[src/rtl/lfsr_bist_pkg.sv]
// Shared types and constants for the LFSR BIST engine: FSM states, mode encodings
// and recommended maximal-length feedback masks for common widths.
package lfsr_bist_pkg;

    typedef enum logic [1:0] {
        IDLE = 2'd0,
        RUN  = 2'd1,
        DONE = 2'd2
    } state_t;

    localparam logic MODE_PRPG = 1'b0;
    localparam logic MODE_MISR = 1'b1;

    localparam logic [3:0]  TAPS_4  = 4'b1100;
    localparam logic [7:0]  TAPS_8  = 8'hB8;
    localparam logic [15:0] TAPS_16 = 16'hB400;

endpackage

[src/rtl/lfsr_step.sv]
// Combinational next-state of a Fibonacci LFSR shifting toward the MSB;
// in MISR mode the shifted value is XOR-compacted with the incoming data word.
module lfsr_step
    import lfsr_bist_pkg::*;
#(
    parameter int              NBIT = 8,
    parameter logic [NBIT-1:0] TAPS = TAPS_8
) (
    input  logic [NBIT-1:0] q,
    input  logic [NBIT-1:0] din,
    input  logic            mode,
    output logic [NBIT-1:0] q_next
);

    logic            fb;
    logic [NBIT-1:0] shifted;

    assign fb      = ^(q & TAPS);
    assign shifted = {q[NBIT-2:0], fb};
    assign q_next  = (mode == MODE_MISR) ? (shifted ^ din) : shifted;

endmodule

[src/rtl/lfsr_bist_engine.sv]
// BIST LFSR engine: runs a bounded number of PRPG or MISR steps per start,
// with runtime seed load and all-zero lockup recovery in PRPG mode.
module lfsr_bist_engine
    import lfsr_bist_pkg::*;
#(
    parameter int              NBIT  = 8,
    parameter logic [NBIT-1:0] TAPS  = TAPS_8,
    parameter logic [NBIT-1:0] SEED  = '1,
    parameter int              CNT_W = 16
) (
    input  logic             clk,
    input  logic             rst,
    input  logic             start,
    input  logic             mode,
    input  logic [CNT_W-1:0] npat,
    input  logic             seed_ld,
    input  logic [NBIT-1:0]  seed_in,
    input  logic [NBIT-1:0]  din,
    output logic [NBIT-1:0]  q,
    output logic             busy,
    output logic             done,
    output logic             lockup
);

    state_t           state, state_nxt;
    logic [CNT_W-1:0] count;
    logic [CNT_W-1:0] npat_r;
    logic             mode_r;
    logic [NBIT-1:0]  q_step;
    logic             last_step;

    lfsr_step #(
        .NBIT (NBIT),
        .TAPS (TAPS)
    ) u_step (
        .q      (q),
        .din    (din),
        .mode   (mode_r),
        .q_next (q_step)
    );

    assign last_step = (count == npat_r - CNT_W'(1));

    always_ff @(posedge clk) begin
        if (rst) begin
            state <= IDLE;
        end else begin
            state <= state_nxt;
        end
    end

    always_comb begin
        state_nxt = state;
        busy      = 1'b0;
        done      = 1'b0;
        case (state)
            IDLE, DONE: begin
                done = (state == DONE);
                if (start) begin
                    state_nxt = (npat != '0) ? RUN : DONE;
                end
            end
            RUN: begin
                busy = 1'b1;
                if (last_step) begin
                    state_nxt = DONE;
                end
            end
            default: state_nxt = IDLE;
        endcase
    end

    always_ff @(posedge clk) begin
        if (rst) begin
            q      <= SEED;
            count  <= '0;
            npat_r <= '0;
            mode_r <= MODE_PRPG;
            lockup <= 1'b0;
        end else begin
            case (state)
                IDLE, DONE: begin
                    // Seed load and start may coincide: the first step then uses the new seed.
                    if (seed_ld) begin
                        q <= seed_in;
                    end
                    if (start && (npat != '0)) begin
                        count  <= '0;
                        npat_r <= npat;
                        mode_r <= mode;
                        lockup <= 1'b0;
                    end
                end
                RUN: begin
                    count <= count + CNT_W'(1);
                    // An all-zero PRPG register would stick forever, so restart from SEED.
                    if ((mode_r == MODE_PRPG) && (q == '0)) begin
                        q      <= SEED;
                        lockup <= 1'b1;
                    end else begin
                        q <= q_step;
                    end
                end
                default: ;
            endcase
        end
    end

endmodule
[config.mk]
export PLATFORM = sky130hd
export DESIGN_NAME = lfsr_bist_engine
export DESIGN_NICKNAME = d
export VERILOG_FILES = /design/src/rtl/lfsr_bist_pkg.sv /design/src/rtl/lfsr_step.sv /design/src/rtl/lfsr_bist_engine.sv
export SDC_FILE = /design/constraint.sdc
export NUM_CORES = 1
export LEC_CHECK = 0
export CORE_MARGIN = 5
export CORE_UTILIZATION = 40
export CTS_CLUSTER_DIAMETER = 40
export DETAILED_ROUTE_END_ITERATION = 6
export HOLD_SLACK_MARGIN = 0.15
export PLACE_DENSITY = 0.66
export SKIP_CTS_REPAIR_TIMING = 1
export SLEW_MARGIN = 0
export SYNTH_ARGS = -nofsm -noshare
export SYNTH_HDL_FRONTEND = slang
export SYNTH_SLANG_ARGS = --single-unit
[constraint.sdc]
create_clock -name clk -period 2.6 [get_ports clk]
set_input_delay 0.26 -clock clk [delete_from_list [all_inputs] [get_ports clk]]
set_output_delay 0.26 -clock clk [all_outputs]
set_load 0.01 [all_outputs]
==> results.ini, run 1 <==
[yosys]
synthFlopType=dfxtp_1
yosysWarningCount=0
synth.area.top_cells=dfxtp_1 (33%), nor2_1 (7.7%), mux2i_1 (6.5%), xor2_1 (5.0%), xnor2_1 (4.7%)
synth_area_um2=2630
ys_ff_latch=44
yosysSeqAreaShare=0.334
async_reset_ff_frac=0
syn-num-nets=367
ys_top_cells_by_count=nor2_1 (54), dfxtp_1 (44), nand2_1 (19), a21oi_1 (18), mux2i_1 (17)
synth.most_common_cell=nor2_1
synth_top_cell_area_share=0.334
yosys.area.top_type=dfxtp_1
syn_avg_cell_area_um2=8.05
ys_types=52
synthCells=327
synth_edf_count=0

[pwr]
ir_worst_vdd_uv=255
finalPower_mw=1.62
p_leak_nw=1.31
powerDensity_nw_per_um2=477

[worst_setup_path]
crit_fanout=2
worstPathRequired_ns=2.78
reg2reg_depth=5
startpoint=npat_r[5]
reg2reg_from=npat_r[5]
critical_path_class=flip-flop to flip-flop
crit_path_end_kind=flip-flop
rrSetupSlack_ns=0.08
startpoint_type=flip-flop
reg2reg_to=state[0]
critPathCapture=state[0]
cp_data_arrival_time_ns=2.70

[clock_network]
path_clk_slew_ns=0.08
clock_sinks=44
cts_tree=built
cts_root_buf=clkbuf_8
worst_skew_pair.late_latency_ns=0.29
cts.htree.levels=2
cts_made_buffers=5
clockBufferDepth=2

[sta]
rsz0062_at_grt=false
hold_viol=0
setup_viol_count_final=0
fin_tns_setup_ns=0
tightest_slew_ns=0.559
finalCriticalPeriod_ns=2.52
slew_viol_final=0
max_clock_freq_mhz=397
relSlewSlack=0.624
fin_skew_ns=0.00587
fin_crit_sh=0.970

[global_route]
grt_pass1_vias=2501
grt_overflow_total=0
antenna_found_initial=0
grt_use_total=0.165
grt_pass1_wl_mm=11.6
grt_max_degree=38

[place]
place_congestion=0.890
port_buffers=47
placed_cells=452
dpl_cell_area_um2=3300
dp.final_hpwl_mm=5.07

[detailed_routing]
route.detailed.drc=0
wl_met2_mm=3.22
wirelength_mm=6.64
wl_met3_um=270
topRoutingLayerUsed=met4
vias=2528
drtAntennaViolNets=0
wl_met1_mm=3.09
wl_per_cell_um=14.4
first_pass_iters=4
drt_iter0_drc=142
via_per_inst=5.50

[cells_and_area]
finalNetCount=422
drive_gt1_frac=0.102
layoutNonFillerInstCount=460
antennaDiodeCount=0
area_growth_pct=29.0
finalInstanceArea_um2=3400

[floorplan]
fp.dieArea_um2=8310
pin_count=48
die_w_um=91.1
row_count=29
die_y_um=91.1
core-area_um2=6390
start_util=0.412

[job]
cap_violations=0

[status]
status=completed

[hold_path]
min_path_type=flip-flop to flip-flop

metrics by stage:
stage | utilization | setup WS, ns | hold WS [ns]
floorplan | - | 0.00739 | 0.399
global placement | 0.516 | 0.0895 | 0.483
detailed placement | 0.516 | 0.0755 | 0.481
CTS | 0.531 | 0.0512 | 0.513
global route | 0.532 | 0.000805 | 0.544
finish | 0.532 | 0.0784 | 0.508
worst max-delay path, cell delays in order (launching register included):
cell	delay (ns)
dfxtp_1	0.31
or4_4	0.54
o31a_1	0.32
or4_1	0.47
a2111o_1	0.40
o41a_1	0.37
cells by family after synthesis:
group                    after synthesis  synth area share
AND/OR/NAND/NOR                      126             0.234
AO/OA/AOI/OAI                         75             0.206
flip-flops                            44             0.334
buffers and inverters                 32            0.0461
XOR/XNOR                              29            0.0964
multiplexers                          18            0.0689
adder cells (fa/ha/maj)                3            0.0143
cell usage in the layout (no fill, tap or decap), drive strengths merged, types with 2 or more instances in the layout:
| cell type | n |
|---|---|
| a2111o | 2 |
| a211o | 8 |
| a211oi | 10 |
| a21oi | 18 |
| a311oi | 3 |
| a31oi | 5 |
| a41oi | 2 |
| and3 | 3 |
| and4 | 2 |
| buf | 20 |
| clkbuf | 6 |
| clkdlybuf4s50 | 47 |
| clkinv | 2 |
| dfxtp | 44 |
| ha | 3 |
| inv | 13 |
| mux2i | 17 |
| nand2 | 19 |
| nand2b | 3 |
| nand3 | 7 |
| nand3b | 2 |
| nand4 | 3 |
| nor2 | 54 |
| nor2b | 2 |
| nor3 | 6 |
| nor4 | 10 |
| o211a | 2 |
| o211ai | 2 |
| o21ai | 9 |
| o22a | 2 |
| or2 | 3 |
| or3 | 3 |
| or4 | 5 |
| xnor2 | 14 |
| xor2 | 15 |
area by class of cell:
type	instances	area [µm²]
fillers	621	2990
multi-input cells	251	1650
flip-flops and latches	44	881
repair buffers	67	633
well taps	77	96.3
clock buffers	6	82.6
inverters	13	48.8
clock inverters	2	10.0
state kept, by name, summed over array words and instances (netlist names):
register and flops:
count 16, npat_r 16, q 8, state 2, lockup 1, mode_r 1
power by group:
group          total [mW]  internal [mW]  switching [mW]
registers           0.744          0.708          0.0367
logic               0.433          0.228           0.205
clock network       0.442          0.212           0.230
total                1.62           1.15           0.472
how the worst min path moves through the flow:
| stage | startpoint | endpoint | slack [ns] | cells past startpoint |
|---|---|---|---|---|
| detailed placement | q[4] | q[4] | 0.48 | 1 |
| floorplan | npat[1] | npat_r[1] | 0.40 | 2 |
| finish | q[5] | q[5] | 0.51 | 1 |
| global placement | q[5] | q[5] | 0.48 | 1 |
| CTS | q[4] | q[4] | 0.51 | 1 |
| global route | q[5] | q[5] | 0.54 | 1 |
per-layer routing:
layer	up-vias	GRT usage
li1	1293	-
met1	1184	0.221
met2	47	0.272
met3	4	0.0306
met4	0	0.0428
met5	-	0
Power figures use the tool's default switching activity.
==> inputs of run 2 (changes only) <==
--- a/config.mk
+++ b/config.mk
@@ -15,4 +15,5 @@
 export SLEW_MARGIN = 0
 export SYNTH_ARGS = -nofsm -noshare
 export SYNTH_HDL_FRONTEND = slang
+export SYNTH_HIERARCHICAL = 1
 export SYNTH_SLANG_ARGS = --single-unit
==> run 2 against run 1 <==
Effect of this change: clock skew increased by 0.0028 ns; sequential share of layout area increased by 0.66 points; sequential power increased by 3.4%; synthesized area increased by 1.4%; register-to-register slack improved by 0.28 ns; first-iteration DRC count decreased by 3.5%; via count increased by 3.5%; worst setup slack improved by 0.28 ns; combinational power about the same; non-clock buffer count decreased by 9; count of clock-buffer cells in the layout unchanged; final area decreased by 2.5%; largest power group unchanged.
==> results.ini, run 2 <==
[sta]
slew_viol_final=0  ; unchanged
finalCriticalPeriod_ns=2.24  ; -0.277 ns
max_clock_freq_mhz=446  ; +12%
hold_viol=0  ; unchanged
relSlewSlack=0.591  ; -0.0332
fin_crit_sh=0.863  ; -0.107
setup_viol_count_final=0  ; unchanged
rsz0062_at_grt=false
tightest_slew_ns=0.608  ; +0.0494 ns
fin_skew_ns=0.00867  ; +0.00280 ns
fin_tns_setup_ns=0  ; unchanged

[cells_and_area]
finalNetCount=423  ; +0.24%
layout_common_cells=nand2_1 (57), clkdlybuf4s50_1 (47), dfxtp_1 (44), nor2_1 (32), a21oi_1 (30)
reg.largest.list=count x16, npat_r x16, q x8
antennaDiodeCount=0  ; unchanged
layoutNonFillerInstCount=462  ; +0.43%
final_common_cell=nand2_1
finalInstanceArea_um2=3310  ; -2.5%
area_growth_pct=24.0
drive_gt1_frac=0.0857  ; -0.0161

[place]
place_congestion=0.905  ; +1.7%
dp.final_hpwl_mm=5.12  ; +0.96%
dpl_cell_area_um2=3190  ; -3.2%
placed_cells=454  ; +0.44%
port_buffers=47  ; unchanged

[global_route]
antenna_found_initial=0  ; unchanged
grt_max_degree=45  ; +18%
grt_overflow_total=0  ; unchanged
grt_pass1_wl_mm=11.4  ; -2.2%
grt_use_total=0.164  ; -0.00106
grt_pass1_vias=2380  ; -4.8%

[floorplan]
core-area_um2=6420  ; +0.57%
fp.dieArea_um2=8410  ; +1.3%
die_y_um=91.7  ; +0.63%
row_count=29  ; unchanged
pin_count=48  ; unchanged
die_w_um=91.7  ; +0.63%
start_util=0.416  ; +0.00351

[clock_network]
cts_made_buffers=5  ; unchanged
cts_tree=built
cts_root_buf=clkbuf_8
cts.htree.levels=2  ; unchanged
worst_skew_pair.late_latency_ns=0.31  ; +0.02 ns
clockBufferDepth=2  ; unchanged
path_clk_slew_ns=0.09  ; about the same
clock_sinks=44  ; unchanged

[yosys]
synth_top_cell_area_share=0.330  ; -0.00470
synth_area_um2=2670  ; +1.4%
syn-num-nets=380  ; +3.5%
synthCells=341  ; +4.3%
ys_types=59  ; +13%
syn_avg_cell_area_um2=7.83  ; -2.7%
synth_compound_area_frac=0.208  ; +0.00226
synthAdderAreaFrac=0.00937  ; -0.00488
synth-xor-area-share=0.0998  ; +0.00333
synth-simple-area-share=0.278  ; +0.0440
ys_ff_latch=44  ; unchanged
synthFlopType=dfxtp_1
synth.most_common_cell=nand2_1
synth_edf_count=0  ; unchanged
async_reset_ff_frac=0  ; unchanged
ys_top_cells_by_count=nand2_1 (57), dfxtp_1 (44), nor2_1 (32), a21oi_1 (30)
synth_top_family_by_area=simple AND/OR/NAND/NOR gates
yosys.area.top_type=dfxtp_1
synth.area.top_cells=dfxtp_1 (33%), nand2_1 (8.0%), a21oi_1 (5.6%), xnor2_1 (4.6%), nor2_1 (4.5%)
synthMuxAreaShare=0.0112  ; -0.0576
yosysSeqAreaShare=0.330  ; -0.00470
yosysWarningCount=6  ; +6

[job]
cap_violations=0  ; unchanged

[detailed_routing]
vias=2617  ; +3.5%
route.detailed.drc=0  ; unchanged
drt_iter0_drc=137  ; -3.5%
wl_per_cell_um=15.0  ; +3.8%
wirelength_mm=6.93  ; +4.3%
via_per_inst=5.66  ; +3.1%
drtAntennaViolNets=0  ; unchanged
first_pass_iters=5  ; +1

[worst_setup_path]
critical_path_class=flip-flop to flip-flop
startpoint=npat_r[9]
worstPathRequired_ns=2.79  ; about the same
startpoint_type=flip-flop
cp_data_arrival_time_ns=2.44  ; -0.26 ns
crit_fanout=6  ; +4
crit_path_end_kind=flip-flop
reg2reg_from=npat_r[9]

[pwr]
ir_worst_vdd_uv=232  ; -9.1%
finalPower_mw=1.77  ; +9.4%
powerDensity_nw_per_um2=535  ; +12%
p_leak_nw=1.24  ; -5.3%

[status]
status=completed

[hold_path]
hold_start=npat_r[15]
min_path_type=flip-flop to flip-flop

==> run 2: changes by cell type after synthesis, moves of 8 or more <==
cell      previous run  this run
nand2_1             19        57
nor2_1              54        32
mux2i_1             17         3
a21oi_1             18        30
a211oi_1            10         1
o22ai_1              0         8
==> run 2: through the flow <==
| stage | worst slack (ns) | utilization | hold slack [ns] |
|---|---|---|---|
| 2_1_floorplan | 0.651 | - | 0.396 |
| 3_3_place_gp | 0.205 | 0.497 | 0.461 |
| 3_5_place_dp | 0.158 | 0.497 | 0.479 |
| 4_1_cts | 0.388 | 0.516 | 0.492 |
| 5_1_grt | 0.212 | 0.516 | 0.511 |
| 6_report | 0.356 | 0.516 | 0.487 |
==> run 2: final timing paths <==
kind                              endpoint  slack, ns  depth (start not counted)
worst max-delay path              state[0]       0.36                          6
worst min-delay path            npat_r[15]       0.49                          2
worst max register to register    state[0]       0.36                          6
worst min register to register  npat_r[15]       0.49                          2
==> run 2: critical path, stage by stage, from the launching register on <==
cell and delay (ns):
dfxtp_1 0.38, nor4_1 0.59, nand3_1 0.16, a221o_1 0.35, nor4_1 0.28, o2111ai_1 0.18, nor3b_2 0.19
==> run 2: cell type report <==
cell class	count	area [µm²]
inverter	11	41.3
clock buffer	6	82.6
sequential	44	881
timing repair buffer	58	553
fill	636	3110
multi-input combinational	264	1620
clock inverter	2	38.8
tap	77	96.3
==> run 2: cells by family (layout without fill, tap and decap cells) <==
logic type,after synthesis,after routing
flops,44,44
buf+inv,33,77
mux,3,3
fa+ha+maj,2,2
simple gates,150,150
xor+xnor,28,28
compound gates,81,81
==> run 2: routing by layer <==
layer	GRT usage	vias to the layer above	part of all wire
met1	0.229	1218	0.46
met4	0.0507	0	0.015
met2	0.254	77	0.45
li1	-	1312	-
met5	0	-	0
met3	0.0344	10	0.074
==> run 2: report_power, final <==
group          leakage (nW)  switching, mW  internal (mW)  total (mW)
Combinational         0.823          0.207          0.229       0.436
Sequential            0.360         0.0587          0.710       0.769
Clock                0.0614          0.252          0.314       0.566
==> inputs of run 3 (changes only) <==
--- a/config.mk
+++ b/config.mk
@@ -5,13 +5,14 @@
 export SDC_FILE = /design/constraint.sdc
 export NUM_CORES = 1
 export LEC_CHECK = 0
+export CAP_MARGIN = 25
 export CORE_MARGIN = 5
 export CORE_UTILIZATION = 40
 export CTS_CLUSTER_DIAMETER = 40
 export DETAILED_ROUTE_END_ITERATION = 6
+export GPL_TIMING_DRIVEN = 0
 export HOLD_SLACK_MARGIN = 0.15
 export PLACE_DENSITY = 0.66
-export SKIP_CTS_REPAIR_TIMING = 1
 export SLEW_MARGIN = 0
 export SYNTH_ARGS = -nofsm -noshare
 export SYNTH_HDL_FRONTEND = slang
==> run 3 against run 2 <==
Effect of this change: worst setup slack got worse by 0.11 ns; via count grew 2.4%; clock power shrank 25%; total power down 7.4%; largest power group unchanged; sequential share of layout area fell by 0.18 points; sequential power shrank 0.5%.
==> results.ini, run 3 (synthesized netlist as in run 2, its figures left out) <==
[status]
status=completed

[global_route]
grt_overflow_total=0  ; unchanged
grt_use_total=0.174  ; +0.0104
grt_max_degree=14  ; -69%
grt_pass1_vias=2505  ; +5.3%
antenna_found_initial=0  ; unchanged
grt_pass1_wl_mm=12.1  ; +6.3%

[clock_network]
cts_tree=built
clockBufferDepth=2  ; unchanged
cts_root_buf=clkbuf_8
cts.htree.levels=2  ; unchanged
holdBufCountCts=0
path_clk_slew_ns=0.09  ; about the same
clock_sinks=44  ; unchanged
worst_skew_pair.late_latency_ns=0.30  ; about the same
cts_made_buffers=5  ; unchanged

[place]
dp.final_hpwl_mm=5.48  ; +7.1%
port_buffers=46  ; -2.1%
place_congestion=0.886  ; -2.1%
preCtsSetupSlack_ns=-0.294  ; -0.452 ns
dpl_cell_area_um2=3230  ; +1.1%
placed_cells=464  ; +2.2%

[detailed_routing]
wirelength_mm=7.45  ; +7.6%
drt_iter0_drc=232  ; +69%
drtAntennaViolNets=0  ; unchanged
route.detailed.drc=0  ; unchanged
vias=2680  ; +2.4%
via_per_inst=5.69  ; +0.45%
wl_per_cell_um=15.8  ; +5.6%
first_pass_iters=4  ; -1

[sta]
max_clock_freq_mhz=424  ; -4.8%
hold_viol=0  ; unchanged
finalCriticalPeriod_ns=2.36  ; +0.113 ns
timing.hold.ws_ns=0.207  ; -0.280 ns
fin_crit_sh=0.907  ; +0.0436
layout_setup_ws_ns=0.242  ; -0.113 ns
rsz0062_at_grt=false
slew_viol_final=0  ; unchanged
setup_viol_count_final=0  ; unchanged
fin_skew_ns=0.00541  ; -0.00326 ns
tightest_slew_ns=0.669  ; +0.0606 ns
relSlewSlack=0.550  ; -0.0408

[cells_and_area]
drive_gt1_frac=0.0863  ; +0.000580
layoutNonFillerInstCount=471  ; +1.9%
final_common_cell=nand2_1
reg.largest.list=count x16, npat_r x16, q x8
finalInstanceArea_um2=3340  ; +0.68%
finalNetCount=433  ; +2.4%
layout_common_cells=nand2_1 (57), clkdlybuf4s50_1 (46), dfxtp_1 (44), nor2_1 (32), a21oi_1 (30)
antennaDiodeCount=0  ; unchanged
area_growth_pct=24.9

[floorplan]
core-area_um2=6420  ; unchanged
row_count=29  ; unchanged
start_util=0.416  ; unchanged
fp.dieArea_um2=8410  ; unchanged
die_y_um=91.7  ; unchanged
pin_count=48  ; unchanged
die_w_um=91.7  ; unchanged

[pwr]
ir_worst_vdd_uv=208  ; -10%
powerDensity_nw_per_um2=492  ; -8.0%
finalPower_mw=1.64  ; -7.4%
p_leak_nw=1.23  ; -1.1%

[worst_setup_path]
reg2reg_depth=6  ; unchanged
crit_chain=clkdlybuf4s50_1 -> nor4_2 -> a41oi_2 -> a221o_1 -> nor4_1 -> o2111ai_1 -> nor3b_2
reg2reg_to=state[0]
startpoint_type=primary input
crit_path_end_kind=flip-flop
critical_path_class=primary input to flip-flop
crit_fanout=8  ; +2
cpPeakStageDelay_ns=0.45  ; -0.14 ns
cp_data_arrival_time_ns=2.56  ; +0.12 ns
reg2reg_from=npat_r[2]
rrSetupSlack_ns=0.25  ; -0.11 ns
worstPathRequired_ns=2.80  ; about the same
slowest_stage=clkdlybuf4s50_1

[hold_path]
min_path_type=primary input to flip-flop
whs_endpoint=q[0]
whs_path_depth=2  ; unchanged
hold_start=rst

[job]
cap_violations=0  ; unchanged

## run 3: changes by cell type in the layout (fill, tap and decap cells not counted)
| cell | before | now |
|---|---|---|
| clkbuf_1 | 0 | 13 |
| buf_4 | 11 | 0 |
| nor4_1 | 11 | 7 |
| nor4_2 | 1 | 5 |
| buf_2 | 0 | 3 |
| buf_6 | 0 | 3 |
| bufinv_16 | 1 | 0 |
| clkbuf_2 | 0 | 1 |
| clkbuf_8 | 6 | 7 |
| clkdlybuf4s50_1 | 47 | 46 |
| clkinv_2 | 0 | 1 |
| clkinv_4 | 1 | 0 |
| clkinvlp_4 | 0 | 1 |
## run 3: worst max-delay path by stage
stage	start	endpoint	slack, ns	cells after the start
3_5_place_dp	npat[11]	state[0]	-0.29	7
6_report	npat[11]	state[0]	0.24	7
2_1_floorplan	npat_r[3]	state[0]	0.65	7
3_3_place_gp	npat[11]	state[0]	-0.27	7
5_1_grt	state[0]	q[2]	0.07	8
4_1_cts	npat[11]	state[0]	0.03	7
## run 3: report_power, final
part	internal, mW	switching (mW)	leakage [nW]
registers	0.710	0.0552	0.360
logic	0.229	0.221	0.831
clock network	0.182	0.242	0.0400
## run 3: through the flow
| stage | setup TNS, ns | utilization |
|---|---|---|
| after detailed placement | -2.10 | 0.503 |
| after CTS | 0 | 0.515 |
| after global routing | 0 | 0.519 |
| final | 0 | 0.519 |
| after global placement | -1.44 | 0.503 |
| after floorplan | 0 | - |
## run 3: critical path: cells and delay by family
family,cells,cell delay (ns)
compound gates,3,0.95
simple gates,3,0.89
buf+inv,1,0.45
## run 3: layout make-up
class	count	area, µm²
fillers	620	3090
multi-input cells	264	1650
flip-flops and latches	44	881
repair buffers	46	460
plain buffers	22	130
well taps	77	96.3
clock buffers	5	68.8
inverters	11	41.3
clock inverters	2	12.5
## run 3: timing repair
action,4_1_cts,5_1_grt
setup endpoints to repair,0,12
resized for setup,0,6
buffers inserted,0,0
## run 3: per-layer routing
layer  vias up  share of wire  global-route usage
li1       1334              -                   -
met3         7          0.056              0.0344
met4         0         0.0099              0.0470
met5         -              0                   0
met1      1270           0.47               0.236
met2        69           0.46               0.283
